[src/rtl/acc_cpu_port.sv]
// ============================================================================
// acc_cpu_port
// ----------------------------------------------------------------------------
// Accelerator-side responder for the CPU EX-stage accelerator interface.
// Takes one instruction at a time from the CPU and hands it to the
// accelerator core over a valid/ready command port. It then waits for the
// core's result and writes it back into the CPU register file. Alongside
// this, it buffers forwarded load data from the CPU WB stage for the pivot
// datapath.
//
// Build option:
//   ACC_CPU_PORT_FWD_FIFO_EN  defined   -> FWD_DEPTH-entry forwarded-data FIFO
//                             undefined -> combinational pass-through, no
//                                          storage, FWD_DEPTH only
//                                          range-checked
//
// Ports:
//   clk_i, rst_i                  clock, async active-high reset
//   acc_instr_i/_valid_i          instruction from the CPU (one-cycle pulse)
//   busy_o, ready_o               instruction in flight / can accept
//   waddr_o, wdata_o, wren_o      register-file writeback (zeroed when idle)
//   fwd_data_i, fwd_valid_i       forwarded load data from the CPU
//   cmd_o, cmd_valid_o/ready_i    latched instruction to the core
//   res_data_i, res_valid_i/ready_o  result from the core
//   fwd_data_o, fwd_valid_o/ready_i  forwarded-data FIFO head
//   err_o                         sticky: [0] fwd overflow, [1] instr dropped
// ============================================================================

package acc_cpu_port_pkg;

    typedef logic [4:0]  reg_addr_t;
    typedef logic [31:0] data_t;

    // acc_op: 0 = FPU operation, 1 = ACC (pivot engine) operation
    typedef struct packed {
        logic      acc_op;
        logic [3:0] op;
        reg_addr_t rd;
        data_t     rs1;
        data_t     rs2;
    } acc_instr_t;

    localparam logic [3:0] OP_FADD   = 4'd0;
    localparam logic [3:0] OP_FMUL   = 4'd2;
    localparam logic [3:0] OP_FDIV   = 4'd3;
    localparam logic [3:0] OP_PREPIV = 4'd8;
    localparam logic [3:0] OP_PIVOT  = 4'd9;

endpackage

module acc_cpu_port
    import acc_cpu_port_pkg::*;
#(
    parameter int FWD_DEPTH = 4
) (
    input  logic       clk_i,
    input  logic       rst_i,

    input  acc_instr_t acc_instr_i,
    input  logic       acc_instr_valid_i,
    output logic       busy_o,
    output logic       ready_o,

    output reg_addr_t  waddr_o,
    output data_t      wdata_o,
    output logic       wren_o,

    input  data_t      fwd_data_i,
    input  logic       fwd_valid_i,

    output acc_instr_t cmd_o,
    output logic       cmd_valid_o,
    input  logic       cmd_ready_i,

    input  data_t      res_data_i,
    input  logic       res_valid_i,
    output logic       res_ready_o,

    output data_t      fwd_data_o,
    output logic       fwd_valid_o,
    input  logic       fwd_ready_i,

    output logic [1:0] err_o
);

    // ------------------------------------------------------------------------
    // Elaboration-time parameter sanity check
    // ------------------------------------------------------------------------
    generate
        if (FWD_DEPTH < 2 || (FWD_DEPTH & (FWD_DEPTH - 1)) != 0) begin : g_bad_depth
            $error("acc_cpu_port: FWD_DEPTH must be a power of two >= 2");
        end
    endgenerate

    // ------------------------------------------------------------------------
    // Instruction FSM
    // ------------------------------------------------------------------------
    localparam logic [1:0] IDLE  = 2'd0;
    localparam logic [1:0] ISSUE = 2'd1;
    localparam logic [1:0] WAIT  = 2'd2;
    localparam logic [1:0] WB    = 2'd3;

    logic [1:0] state;
    logic [1:0] state_nxt;
    acc_instr_t cmd_q;
    data_t      res_q;

    logic accept;
    logic drop;
    logic res_take;

    assign accept   = (state == IDLE) && acc_instr_valid_i;
    // Only one instruction may be in flight; a second pulse is lost.
    assign drop     = (state != IDLE) && acc_instr_valid_i;
    assign res_take = (state == WAIT) && res_valid_i;

    always_comb begin
        state_nxt = state;
        case (state)
            IDLE:    if (acc_instr_valid_i) state_nxt = ISSUE;
            ISSUE:   if (cmd_ready_i)       state_nxt = WAIT;
            // rd == x0 needs no writeback, so skip WB entirely
            WAIT:    if (res_valid_i)       state_nxt = (cmd_q.rd != '0) ? WB : IDLE;
            WB:                             state_nxt = IDLE;
            default:                        state_nxt = IDLE;
        endcase
    end

    always_ff @(posedge clk_i or posedge rst_i) begin
        if (rst_i) begin
            state <= IDLE;
            cmd_q <= '0;
            res_q <= '0;
        end else begin
            state <= state_nxt;
            if (accept)   cmd_q <= acc_instr_i;
            if (res_take) res_q <= res_data_i;
        end
    end

    // All handshake/status outputs are pure decodes of the registered state.
    assign ready_o     = (state == IDLE);
    assign busy_o      = (state != IDLE);
    assign cmd_valid_o = (state == ISSUE);
    assign res_ready_o = (state == WAIT);
    assign cmd_o       = cmd_q;

    assign wren_o  = (state == WB);
    assign waddr_o = wren_o ? cmd_q.rd : '0;
    assign wdata_o = wren_o ? res_q    : '0;

    // ------------------------------------------------------------------------
    // Forwarded-data path
    // ------------------------------------------------------------------------
    logic fwd_ovf;

`ifdef ACC_CPU_PORT_FWD_FIFO_EN
    localparam int AW = $clog2(FWD_DEPTH);

    // Pointers carry one extra wrap bit so full and empty are distinguishable.
    logic [AW:0] wr_ptr;
    logic [AW:0] rd_ptr;
    data_t       mem [FWD_DEPTH];

    logic empty;
    logic full;
    logic push;
    logic pop;

    assign empty = (wr_ptr == rd_ptr);
    assign full  = (wr_ptr[AW] != rd_ptr[AW]) && (wr_ptr[AW-1:0] == rd_ptr[AW-1:0]);
    assign pop   = !empty && fwd_ready_i;
    // A pop in the same cycle frees the slot, so a full FIFO can still accept.
    assign push    = fwd_valid_i && (!full || pop);
    assign fwd_ovf = fwd_valid_i && full && !pop;

    always_ff @(posedge clk_i or posedge rst_i) begin
        if (rst_i) begin
            wr_ptr <= '0;
            rd_ptr <= '0;
        end else begin
            if (push) wr_ptr <= wr_ptr + 1'b1;
            if (pop)  rd_ptr <= rd_ptr + 1'b1;
        end
    end

    // Storage is not reset; the pointers alone define what is valid.
    always_ff @(posedge clk_i) begin
        if (push) mem[wr_ptr[AW-1:0]] <= fwd_data_i;
    end

    assign fwd_valid_o = !empty;
    assign fwd_data_o  = empty ? '0 : mem[rd_ptr[AW-1:0]];
`else
    // No storage: a word not taken in the cycle it is offered is lost.
    assign fwd_valid_o = fwd_valid_i;
    assign fwd_data_o  = fwd_data_i;
    assign fwd_ovf     = fwd_valid_i && !fwd_ready_i;
`endif

    // ------------------------------------------------------------------------
    // Sticky error flags, cleared only by reset
    // ------------------------------------------------------------------------
    logic [1:0] err_q;

    always_ff @(posedge clk_i or posedge rst_i) begin
        if (rst_i) begin
            err_q <= '0;
        end else begin
            if (fwd_ovf) err_q[0] <= 1'b1;
            if (drop)    err_q[1] <= 1'b1;
        end
    end

    assign err_o = err_q;

endmodule
[config.mk]
export PLATFORM = sky130hd
export DESIGN_NAME = acc_cpu_port
export DESIGN_NICKNAME = d
export VERILOG_FILES = /design/src/rtl/acc_cpu_port.sv
export SDC_FILE = /design/constraint.sdc
export NUM_CORES = 1
export LEC_CHECK = 0
export ABC_CLOCK_PERIOD_IN_PS = 4100
export CORE_ASPECT_RATIO = 0.9
export CORE_MARGIN = 1
export CORE_UTILIZATION = 38
export DETAILED_ROUTE_END_ITERATION = 16
export MAX_ROUTING_LAYER = met4
export PLACE_DENSITY = 0.81
export SYNTH_ARGS = -nofsm -noshare
export SYNTH_HDL_FRONTEND = slang
export SYNTH_SLANG_ARGS = --single-unit
[constraint.sdc]
create_clock -name clk_i -period 4.1 [get_ports clk_i]
set_input_delay 0.615 -clock clk_i [delete_from_list [all_inputs] [get_ports clk_i]]
set_output_delay 0.615 -clock clk_i [all_outputs]
set_load 0.1 [all_outputs]
After elaboration in Yosys (flattened, before gate mapping):

Cells that the tools add are included.

* equal/unequal tests: 6
* muxes and demuxes: 7
* reductions and logical operators: 9

Operator list (number)
* $mux 32: 1
* $mux 2: 4
* $pmux 2 s4: 1
* $mux 5: 1
* $reduce_bool 5->1: 1
* $eq 2x2->1 const B: 2
* $logic_and 1x1->1: 4
* $ne 2x2->1 const B: 2
* $reduce_and 3->1: 1
* $eq 2x1->1 const B: 1
* $logic_not 2->1: 1
* $ne 2x1->1 const B: 1
* $reduce_bool 2->1: 1
* $logic_not 1->1: 1

* register bits: 110
* input port bits: 145
* logic and storage cells: 31

Depth between registers and ports, before layout:

* depth after elaboration: 4
* gate-level depth with buffers: 6
* mapped depth without buffers: 4

Worst setup path before layout:

Ideal clock, no wire load.

* path kind: reg-to-output
* start: register state[0]
* end: output port cmd_valid_o
* arrival time: 1995 ps
* data required time: 3485 ps
* path slack: 1490 ps
* stages on the path, launching flop included: 3
* buffers on the path: 1
* cells stage by stage: dfrtp_1 -> clkbuf_1 -> nor2b_1

* cells in the longest elaborated chain, start to end: 1

Ends and longest elaborated chain
* start: declaration: line 103 `logic [1:0] state;`
* start signal: assignment: line 135 `state <= state_nxt;`
* $eq 2x1->1: line 144 `assign cmd_valid_o = (state == ISSUE);`
* end: declaration: line 72 `output logic cmd_valid_o,`

No other way between the ends.

Final worst setup path:

* start: input port fwd_valid_i
* end: output port fwd_valid_o

RTL lines
* start: declaration: line 69 `input logic fwd_valid_i,`
* end: declaration: line 80 `output logic fwd_valid_o,`

No word-level cell between the ends.

==> run summary <==
The number of rows created at floorplan was 39. The tools report the antenna violation net count after detailed routing as 0. Number of max-slew violations in the final report: 0. When the netlist entered floorplanning its net count stood at 468. Post-CTS timing repair inserted 0 buffers for setup. The number of global-route vias before repair came out at 3399. The number of distinct library cells after synthesis is 22. Walking the worst path, the cells encountered are clkdlybuf4s50_1 > clkdlybuf4s50_1.

The via density per instance is 4.712, and the gate count after technology mapping is 323. After the first detailed-routing iteration, the DRC count stood at 81. Yosys printed 0 warnings. The highest fanout seen on the critical path works out to 2. TritonCTS built the clock tree. For the sequential element share of the synthesized area, the log shows 55.51%. At the later pin of the worst-skew pair, clock insertion delay measures 0.35 ns.

For the detailed-route via count, the log shows 3228. In the layout the commonest cells are clkdlybuf4s50_1 (189), dfrtp_1 (110), mux2_4 (60), mux2_2 (46), buf_4 (43). Count of nets after finishing: 661. The tools report the maximum count of clock buffers along a single path as 2. Master of the slowest instance on the critical path: clkdlybuf4s50_1.

TritonCTS created 9 clock buffers. The register bit total from synthesis is 110, and the number of buffer cells added on primary ports is 231. The number of H-tree branching levels is 3. Leaving out fill and tap cells, the most frequent cell in the layout is clkdlybuf4s50_1.

The run gives 0 as the setup-violating endpoint count in the final report. Summed over all layers, the global routing overflow is 0. The cell sitting at the root of the clock tree is a clkbuf_16.

Buffers inserted to repair hold after CTS numbered 0. The busiest metal layer after global routing is met2. After detailed routing, the average wire length per cell comes to 16.97 um. The critical path capture point type is an output port. After filler insertion, the fill cell instance count of the layout stands at 1010. The met1 usage was 20.86%.

The final hold violation count was 0; the number of maximum-capacitance violations was 0. The final worst-path cycle share is 69.37%. In this run the standard cell core region covers 12690 sq um. Among the stages of the critical path, the cell type that occurs most often is clkdlybuf4s50_1. Summing all multi-input logic gate instances after layout gives 1747 sq um. The worst setup path is of the in2out kind. The die is 110.4 um tall.

Each instance of the synthesized netlist takes up on average 15.35 sq um. The tools report the detailed placement HPWL as 8.185 mm. The path class of the tightest hold or removal check is reg2reg. Grouping stages by cell kind, the critical path spends the most delay in buffers and inverters.

The largest single stage delay on the critical path is 1.13 ns. The number of antenna violations at the first check in global routing came out at 0. The maximum number of pins on one net before global-route repair came out at 61.

The final critical-path required period is 2.844 ns, and the global-route wire length before repair is 17.33 mm. Cells fill 57.07% of the core in the end. The share of cells above drive strength 1 is 32.44%.

For the TritonCTS sink count, the log shows 110. After clock tree synthesis, the clock-pin slew on the worst setup and hold paths is 0.07 ns. The all-layer global routing usage is 17.58%.

The run gives 2753 sq um as the register area. For this run, design rule violations remaining after detail routing come to 0. The tools report the met2 capacity usage during global routing as 28.69%. For this configuration, the core starts out at a cell density of 39.08%.

The antenna diode instance count was 0; the routability-driven placement congestion ratio was 0.6910. For the maximum frequency from static timing analysis, the log shows 351.6 MHz. The run finished with clean final reports. The floorplan step defined a die boundary enclosing 13510 sq um. Once the clock tree was built, the resizer swapped 0 gates to a different size.

The worst setup path is launched from an input pin. Setup repair after global routing left no endpoint under its margin. The critical path buffer and inverter count works out to 2.

The floorplan die width was 122.4 um; the overall routed net length was 11.62 mm. The worst path arrival time was 2.23 ns. For the final database, setup skew stands at 0.009053 ns. The area added between synthesis and finish came out at 46.03%.

Number of iterations in the first detailed-routing pass: 4. For the worst setup path, the data required time is 3.48 ns. The mapped netlist covers 4959 sq um.

Relative max-transition margin: 27.30%. After routing, the total negative slack on setup checks comes to 0 ns. Slew at the pin closest to its max-slew limit: 1.090 ns. The logs give 296 for the top-level I/O count and 5.144% for the met3 capacity usage during global routing.
routing by layer:
metal	wire length, um	share of wire, %
met5	0	0
met4	144	1.2
met3	1018	8.8
met2	5599	48
met1	4862	42
final timing paths:
| check | from | endpoint | slack, ns | cells after the start |
|---|---|---|---|---|
| max reg2reg | state[1] | cmd_o[71] | 1.32 | 5 |
| max in group asynchronous | rst_i | cmd_o[59] | 2.61 | 3 |
| min in group asynchronous | rst_i | cmd_o[52] | 0.71 | 2 |
| max | fwd_valid_i | fwd_valid_o | 1.26 | 2 |
| min reg2reg | err_o[1] | err_o[1] | 0.46 | 1 |
| min | err_o[1] | err_o[1] | 0.46 | 1 |
cell families after synthesis:
group,count (synthesis),synth area share [%]
DFF,110,55.51
AOI/OAI and AO/OA,6,0.8073
muxes,106,28.61
buffers and inverters,55,9.261
and+or+nand+nor,46,5.804
cells in the mapped netlist, drive strengths merged:
library cell  number  area [sq um]
and2               2         15.02
nor2b              1         6.260
inv                3         11.26
o22ai              1         6.260
and3              37         231.5
mux2             106          1419
o21ai              1         5.000
clkbuf             8         30.03
nor2               1         3.750
a311oi             1         8.760
and2b              1         7.510
dfrtp            110          2753
nand2              2         7.510
or2                1         8.760
buf               44         417.9
or4                1         7.510
a21oi              1         5.000
a21o               2         15.01
per-stage QoR:
stage	instance area [sq um]	hold slack, ns	worst slack [ns]	instances
3_5_place_dp	6973	0.4476	1.251	669
2_1_floorplan	4959	0.4705	0.5827	323
3_3_place_gp	6973	0.4455	1.264	669
4_1_cts	7241	0.4694	1.251	685
6_report	7241	0.4632	1.256	685
5_1_grt	7241	0.4840	1.139	685
final cells by class:
cell class | count | share of cell area [%]
sequential | 110 | 38.02
timing repair buffer | 234 | 31.14
multi-input combinational | 158 | 24.12
clock buffer | 11 | 3.214
tap | 164 | 2.834
clock inverter | 5 | 0.4838
inverter | 3 | 0.1901
registers in the layout (all words and copies together), names as in the netlist:
signal / count
err_o: 2
res_q: 32
cmd_o: 74
state: 2
Power is not shown: default switching activity piles up to over one toggle a cycle in this logic, so the estimate is an artifact.
